`config.mk`:
```
export PLATFORM = sky130hd
export DESIGN_NAME = param_counter_flat
export DESIGN_NICKNAME = d
export VERILOG_FILES = /design/src/rtl/param_counter_pkg.sv /design/src/rtl/param_counter_if.sv /design/src/rtl/param_counter_step.sv /design/src/rtl/param_counter.sv /design/src/flat_wrapper.sv
export SDC_FILE = /design/constraint.sdc
export NUM_CORES = 1
export LEC_CHECK = 0
export ABC_AREA = 1
export ABC_CLOCK_PERIOD_IN_PS = 2000
export CORE_MARGIN = 1
export CORE_UTILIZATION = 45
export CTS_CLUSTER_DIAMETER = 50
export DETAILED_ROUTE_END_ITERATION = 7
export PLACE_DENSITY = 0.86
export SYNTH_ARGS = -nofsm -noshare
export SYNTH_HDL_FRONTEND = slang
export SYNTH_SLANG_ARGS = --single-unit
```
`constraint.sdc`:
```
create_clock -name clk -period 2 [get_ports clk]
set_clock_uncertainty 0.05 [all_clocks]
set_input_delay 0.4 -clock clk [delete_from_list [all_inputs] [get_ports clk]]
set_output_delay 0.4 -clock clk [all_outputs]
set_load 0.005 [all_outputs]
```
`src/rtl/param_counter_pkg.sv`:
```
// param_counter_pkg: mode codes and one-shot FSM encoding shared by the counter files
package param_counter_pkg;
  localparam logic [1:0] MODE_WRAP    = 2'b00;
  localparam logic [1:0] MODE_SAT     = 2'b01;
  localparam logic [1:0] MODE_ONESHOT = 2'b10;
  typedef enum logic [1:0] {ST_IDLE, ST_RUN, ST_DONE} state_e;
endpackage

```
`src/rtl/param_counter_if.sv`:
```
// param_counter_if: control inputs and registered status outputs of param_counter
interface param_counter_if #(parameter int WIDTH = 7) ();
  logic             clr;
  logic             en;
  logic             load;
  logic [WIDTH-1:0] load_val;
  logic             dir;
  logic [1:0]       mode;
  logic             start;
  logic [WIDTH-1:0] count;
  logic             tc;
  logic             busy;
  logic             done;
  modport master (output clr, en, load, load_val, dir, mode, start, input count, tc, busy, done);
  modport slave  (input clr, en, load, load_val, dir, mode, start, output count, tc, busy, done);
endinterface

```
`src/rtl/param_counter_step.sv`:
```
// count_step: next count value and boundary flag for one enabled step
module count_step
  import param_counter_pkg::*;
#(
  parameter int               WIDTH = 7,
  parameter logic [WIDTH-1:0] MAX   = '1
) (
  input  logic [WIDTH-1:0] count,
  input  logic             dir,
  input  logic [1:0]       mode,
  output logic [WIDTH-1:0] nxt,
  output logic             at_bnd
);
  always_comb begin
    at_bnd = dir ? count == MAX : count == '0;
    nxt    = !at_bnd ? (dir ? count + WIDTH'(1) : count - WIDTH'(1))
           : (mode == MODE_SAT || mode == MODE_ONESHOT) ? count
           : (dir ? '0 : MAX);
  end
endmodule

```
`src/rtl/param_counter.sv`:
```
// param_counter: up/down counter with wrap, saturate and one-shot modes
module param_counter
  import param_counter_pkg::*;
#(
  parameter int              WIDTH = 7,
  parameter longint unsigned MAX   = (64'd1 << WIDTH) - 1
) (
  input logic            clk,
  input logic            rst,
  param_counter_if.slave bus
);
  localparam logic [WIDTH-1:0] MAX_V = MAX[WIDTH-1:0];
  if (WIDTH < 2 || WIDTH > 32 || MAX < 1 || MAX > (64'd1 << WIDTH) - 1) begin : g_bad_param
    $error("param_counter: WIDTH or MAX out of range");
  end
  state_e           state_q, state_d;
  logic [WIDTH-1:0] count_q, count_d, step_val, load_clamped;
  logic             tc_q, tc_d, busy_q, busy_d, done_q, done_d, ldir_q, ldir_d;
  logic [1:0]       lmode_q, lmode_d, eff_mode;
  logic             run, eff_dir, at_bnd, launch, step;
  // a running one-shot follows the direction and mode captured at launch
  assign run      = state_q == ST_RUN;
  assign eff_dir  = run ? ldir_q : bus.dir;
  assign eff_mode = run ? lmode_q : bus.mode;
  count_step #(.WIDTH(WIDTH), .MAX(MAX_V)) u_step (
    .count (count_q),
    .dir   (eff_dir),
    .mode  (eff_mode),
    .nxt   (step_val),
    .at_bnd(at_bnd)
  );
  always_comb begin
    load_clamped = bus.load_val > MAX_V ? MAX_V : bus.load_val;
    launch       = state_q == ST_IDLE && bus.mode == MODE_ONESHOT && bus.start;
    step         = bus.en && (run || (state_q == ST_IDLE && bus.mode != MODE_ONESHOT));
    count_d      = count_q;
    tc_d         = 1'b0;
    state_d      = state_q == ST_DONE ? ST_IDLE : state_q;
    ldir_d       = ldir_q;
    lmode_d      = lmode_q;
    if (bus.clr) begin
      count_d = '0;
      state_d = ST_IDLE;
    end else if (bus.load) begin
      count_d = load_clamped;
    end else if (launch) begin
      count_d = bus.dir ? '0 : MAX_V;
      ldir_d  = bus.dir;
      lmode_d = bus.mode;
      state_d = ST_RUN;
    end else if (step) begin
      count_d = step_val;
      tc_d    = at_bnd;
      state_d = run && at_bnd ? ST_DONE : state_d;
    end
    busy_d = state_d == ST_RUN;
    done_d = state_d == ST_DONE;
  end
  always_ff @(posedge clk) begin
    if (rst) begin
      state_q <= ST_IDLE;
      count_q <= '0;
      tc_q    <= 1'b0;
      busy_q  <= 1'b0;
      done_q  <= 1'b0;
      ldir_q  <= 1'b1;
      lmode_q <= MODE_WRAP;
    end else begin
      state_q <= state_d;
      count_q <= count_d;
      tc_q    <= tc_d;
      busy_q  <= busy_d;
      done_q  <= done_d;
      ldir_q  <= ldir_d;
      lmode_q <= lmode_d;
    end
  end
  assign bus.count = count_q;
  assign bus.tc    = tc_q;
  assign bus.busy  = busy_q;
  assign bus.done  = done_q;
endmodule
```
`src/flat_wrapper.sv`:
```
// flat-port wrapper written by rule: the top's interface ports become plain ports
module param_counter_flat import param_counter_pkg::*;
#(
  parameter int              WIDTH = 7,
  parameter longint unsigned MAX   = (64'd1 << WIDTH) - 1
)
  (clk, rst, bus_clr, bus_en, bus_load, bus_load_val, bus_dir, bus_mode, bus_start, bus_count, bus_tc, bus_busy, bus_done);
  param_counter_if #(.WIDTH(WIDTH)) bus_i ();
  input logic clk;
  input logic rst;
  input wire logic [$bits(bus_i.clr)-1:0] bus_clr;
  input wire logic [$bits(bus_i.en)-1:0] bus_en;
  input wire logic [$bits(bus_i.load)-1:0] bus_load;
  input wire logic [$bits(bus_i.load_val)-1:0] bus_load_val;
  input wire logic [$bits(bus_i.dir)-1:0] bus_dir;
  input wire logic [$bits(bus_i.mode)-1:0] bus_mode;
  input wire logic [$bits(bus_i.start)-1:0] bus_start;
  output wire logic [$bits(bus_i.count)-1:0] bus_count;
  output wire logic [$bits(bus_i.tc)-1:0] bus_tc;
  output wire logic [$bits(bus_i.busy)-1:0] bus_busy;
  output wire logic [$bits(bus_i.done)-1:0] bus_done;
  assign bus_i.clr = bus_clr;
  assign bus_i.en = bus_en;
  assign bus_i.load = bus_load;
  assign bus_i.load_val = bus_load_val;
  assign bus_i.dir = bus_dir;
  assign bus_i.mode = bus_mode;
  assign bus_i.start = bus_start;
  assign bus_count = bus_i.count;
  assign bus_tc = bus_i.tc;
  assign bus_busy = bus_i.busy;
  assign bus_done = bus_i.done;
  param_counter #(.WIDTH(WIDTH), .MAX(MAX)) u_core (.clk(clk), .rst(rst), .bus(bus_i));
endmodule
```
==> results_dict.tcl <==
set metrics [dict create \
    leakagePower_nw 0.795 \
    maxCapViolations 0 \
    yosysSeqAreaShare_pct 27.7 \
    path_max_fanout 13 \
    drtIter0Drc 43 \
    n_antenna_cell 0 \
    relSlewSlack_pct 75.8 \
    syn_inst 174 \
    drt_wl_total_um 3740 \
    viasPerCell 5.55 \
    grt_setup_unrepaired "true" \
    power_density_nw_per_um2 502 \
    ioPinCount 26 \
    placed_area_um2 1550 \
    clk_pin_slew_ps 100 \
    hold_class "reg2reg" \
    ir_drop_uv 534 \
    grt_max_degree 14 \
    io_buffers 25 \
    critical_path_class "reg2reg" \
    clockBufferDepth 2 \
    period_share_pct 102 \
    worstReg2RegStart "u_core.state_q[1]" \
    finalInstanceArea_um2 1700 \
    grt_pass1_wl_um 5460 \
    core_um2 2230 \
    drt-wirelength-per-cell_um 14.4 \
    numCtsBuffers 3 \
    drcViolationCount 0 \
    insertion_delay_ps 300 \
    final_nets 250 \
    vias 1442 \
    start_kind "flop" \
    grt_pass1_vias 1313 \
    hold_viol_final 0 \
    fin_setup_tns_ps -64.9 \
    firstDrtPassIters 4 \
    post-route-min-period_ps 2040 \
    ant_nets 0 \
    gp_congestion 0.948 \
    row_count 17 \
    htreeDepth 1 \
    drive_above_1_share_pct 32.3 \
    ys_ff_latch 15 \
    area_delta_synth_final_pct 56.6 \
    synthesis.area_um2 1080 \
    total_power_mw 0.851 \
    status "complete, but fails checks" \
    fp.dieW_um 51.0 \
    mappedNetlistNets 191 \
    syn_avg_cell_area_um2 6.22 \
    cts-root-buf "clkbuf_4" \
    ys_warn_count 0 \
    hp-start "u_core.lmode_q[0]" \
    worstMarginPinSlew_ps 359 \
    fp.dieArea_um2 2610 \
    postCtsHoldBufs 0 \
    clock-sinks 15 \
    worst_slack_ps -36.0 \
    max_freq_ghz 0.491 \
    crit_start "u_core.state_q[1]" \
    hpwl_um 2480 \
    cts_tree "yes" \
    critical_path_arrival_ps 2230 \
    setup_violations 3 \
    antenna_found_initial 0 \
    cp_data_required_time_ps 2190 \
    die_height_um 51.0 \
    overflow 0 \
    track_usage_pct 27.9 \
    start_util_pct 48.5 \
    violations "negative setup slack" \
    drv_slew 0 \
    synth.distinct_cells 27 \
    critPathCaptureType "flop" \
]
[metal layers]
metal	GRT usage [%]	vias to the layer above	part of all wire, %
met5	0	-	0
met4	8.80	0	4.0
met3	5.36	19	8.5
met2	46.7	79	48
met1	35.8	667	40
li1	-	677	-
[logic make-up (layout without fill, tap and decap cells)]
group / Yosys count / in the layout / synth area share, %
xor+xnor: 2 / 2 / 1.62
flops: 15 / 15 / 27.7
buf+inv: 29 / 87 / 11.1
simple gates: 94 / 94 / 41.6
compound gates: 33 / 33 / 16.8
fa+ha+maj: 1 / 1 / 1.16
[Yosys cell counts (all sizes together)]
master	n	area (um^2)
a211o	1	8.76
a21oi	10	50.1
a31oi	1	6.26
and2	1	6.26
buf	2	18.8
dfxtp	15	300
ha	1	12.5
inv	27	101
nand2	49	211
nand3	18	95.1
nand4	2	27.5
nor2	17	71.3
nor3	4	20.0
o21ai	18	90.1
o21bai	2	18.8
o31ai	1	7.51
or2	3	18.8
xor2	2	17.5
[path summary, 6_finish.rpt]
check,to,slack [ps],depth (start not counted)
worst max-delay path,u_core.bus.count[0],-40,15
worst min-delay path,u_core.lmode_q[0],410,2
worst max register to register,u_core.bus.count[0],-40,15
worst min register to register,u_core.lmode_q[0],410,2
[metrics by stage]
stage               hold slack (ps)  util (%)  instances  setup slack (ps)
finish                          412      75.9        260             -36.0
detailed placement              395      69.5        252              -498
global route                    424      75.9        260              -179
global placement                384      69.5        252              -434
CTS                             412      71.5        256             -25.1
floorplan                       378         -        174               141
[power by group]
part | internal [mW] | switching [mW]
Combinational | 0.162 | 0.179
Sequential | 0.309 | 0.0141
Clock | 0.0747 | 0.113
Total | 0.545 | 0.306
[flip-flops by register name, indices dropped and copies added, names as in the netlist]
signal	count
u_core.lmode_q	2
u_core.bus.busy	1
u_core.state_q	2
u_core.ldir_q	1
u_core.bus.count	7
u_core.bus.tc	1
u_core.bus.done	1
[critical path, stage by stage, from the launching register on]
cell      delay [ps]
dfxtp_4          380
inv_4             90
nand2_4           70
nand2_4           90
nand2_4           60
buf_4            170
nor2_4           100
nand4_4           80
nand2_2          100
inv_2             50
o21bai_2         110
nand2_1           80
nor2_1           130
inv_2            130
buf_4            160
a21oi_2          130
[layout make-up]
cell class	count	area, um^2
Clock buffer	3	22.5
Clock inverter	1	5.00
Fill cell	165	538
Inverter	27	104
Multi-Input combinational cell	130	742
Sequential cell	15	305
Tap cell	28	35.0
Timing Repair Buffer	56	482
[what timing repair did]
item                                    CTS  global route
setup buffers                             0             4
gates resized for setup                   8            26
pin swaps                                 0            10
endpoints found under the setup margin    8             7
[cells in the final DEF (no fill, tap or decap), drive strengths merged]
master / n
a211o: 1
a21oi: 10
a31oi: 1
and2: 1
buf: 31
clkbuf: 3
clkdlybuf4s50: 24
clkinv: 1
dfxtp: 15
dlygate4sd2: 1
ha: 1
inv: 27
nand2: 49
nand3: 18
nand4: 2
nor2: 17
nor3: 4
o21ai: 18
o21bai: 2
o31ai: 1
or2: 3
xor2: 2
Power figures use the tool's default switching activity.
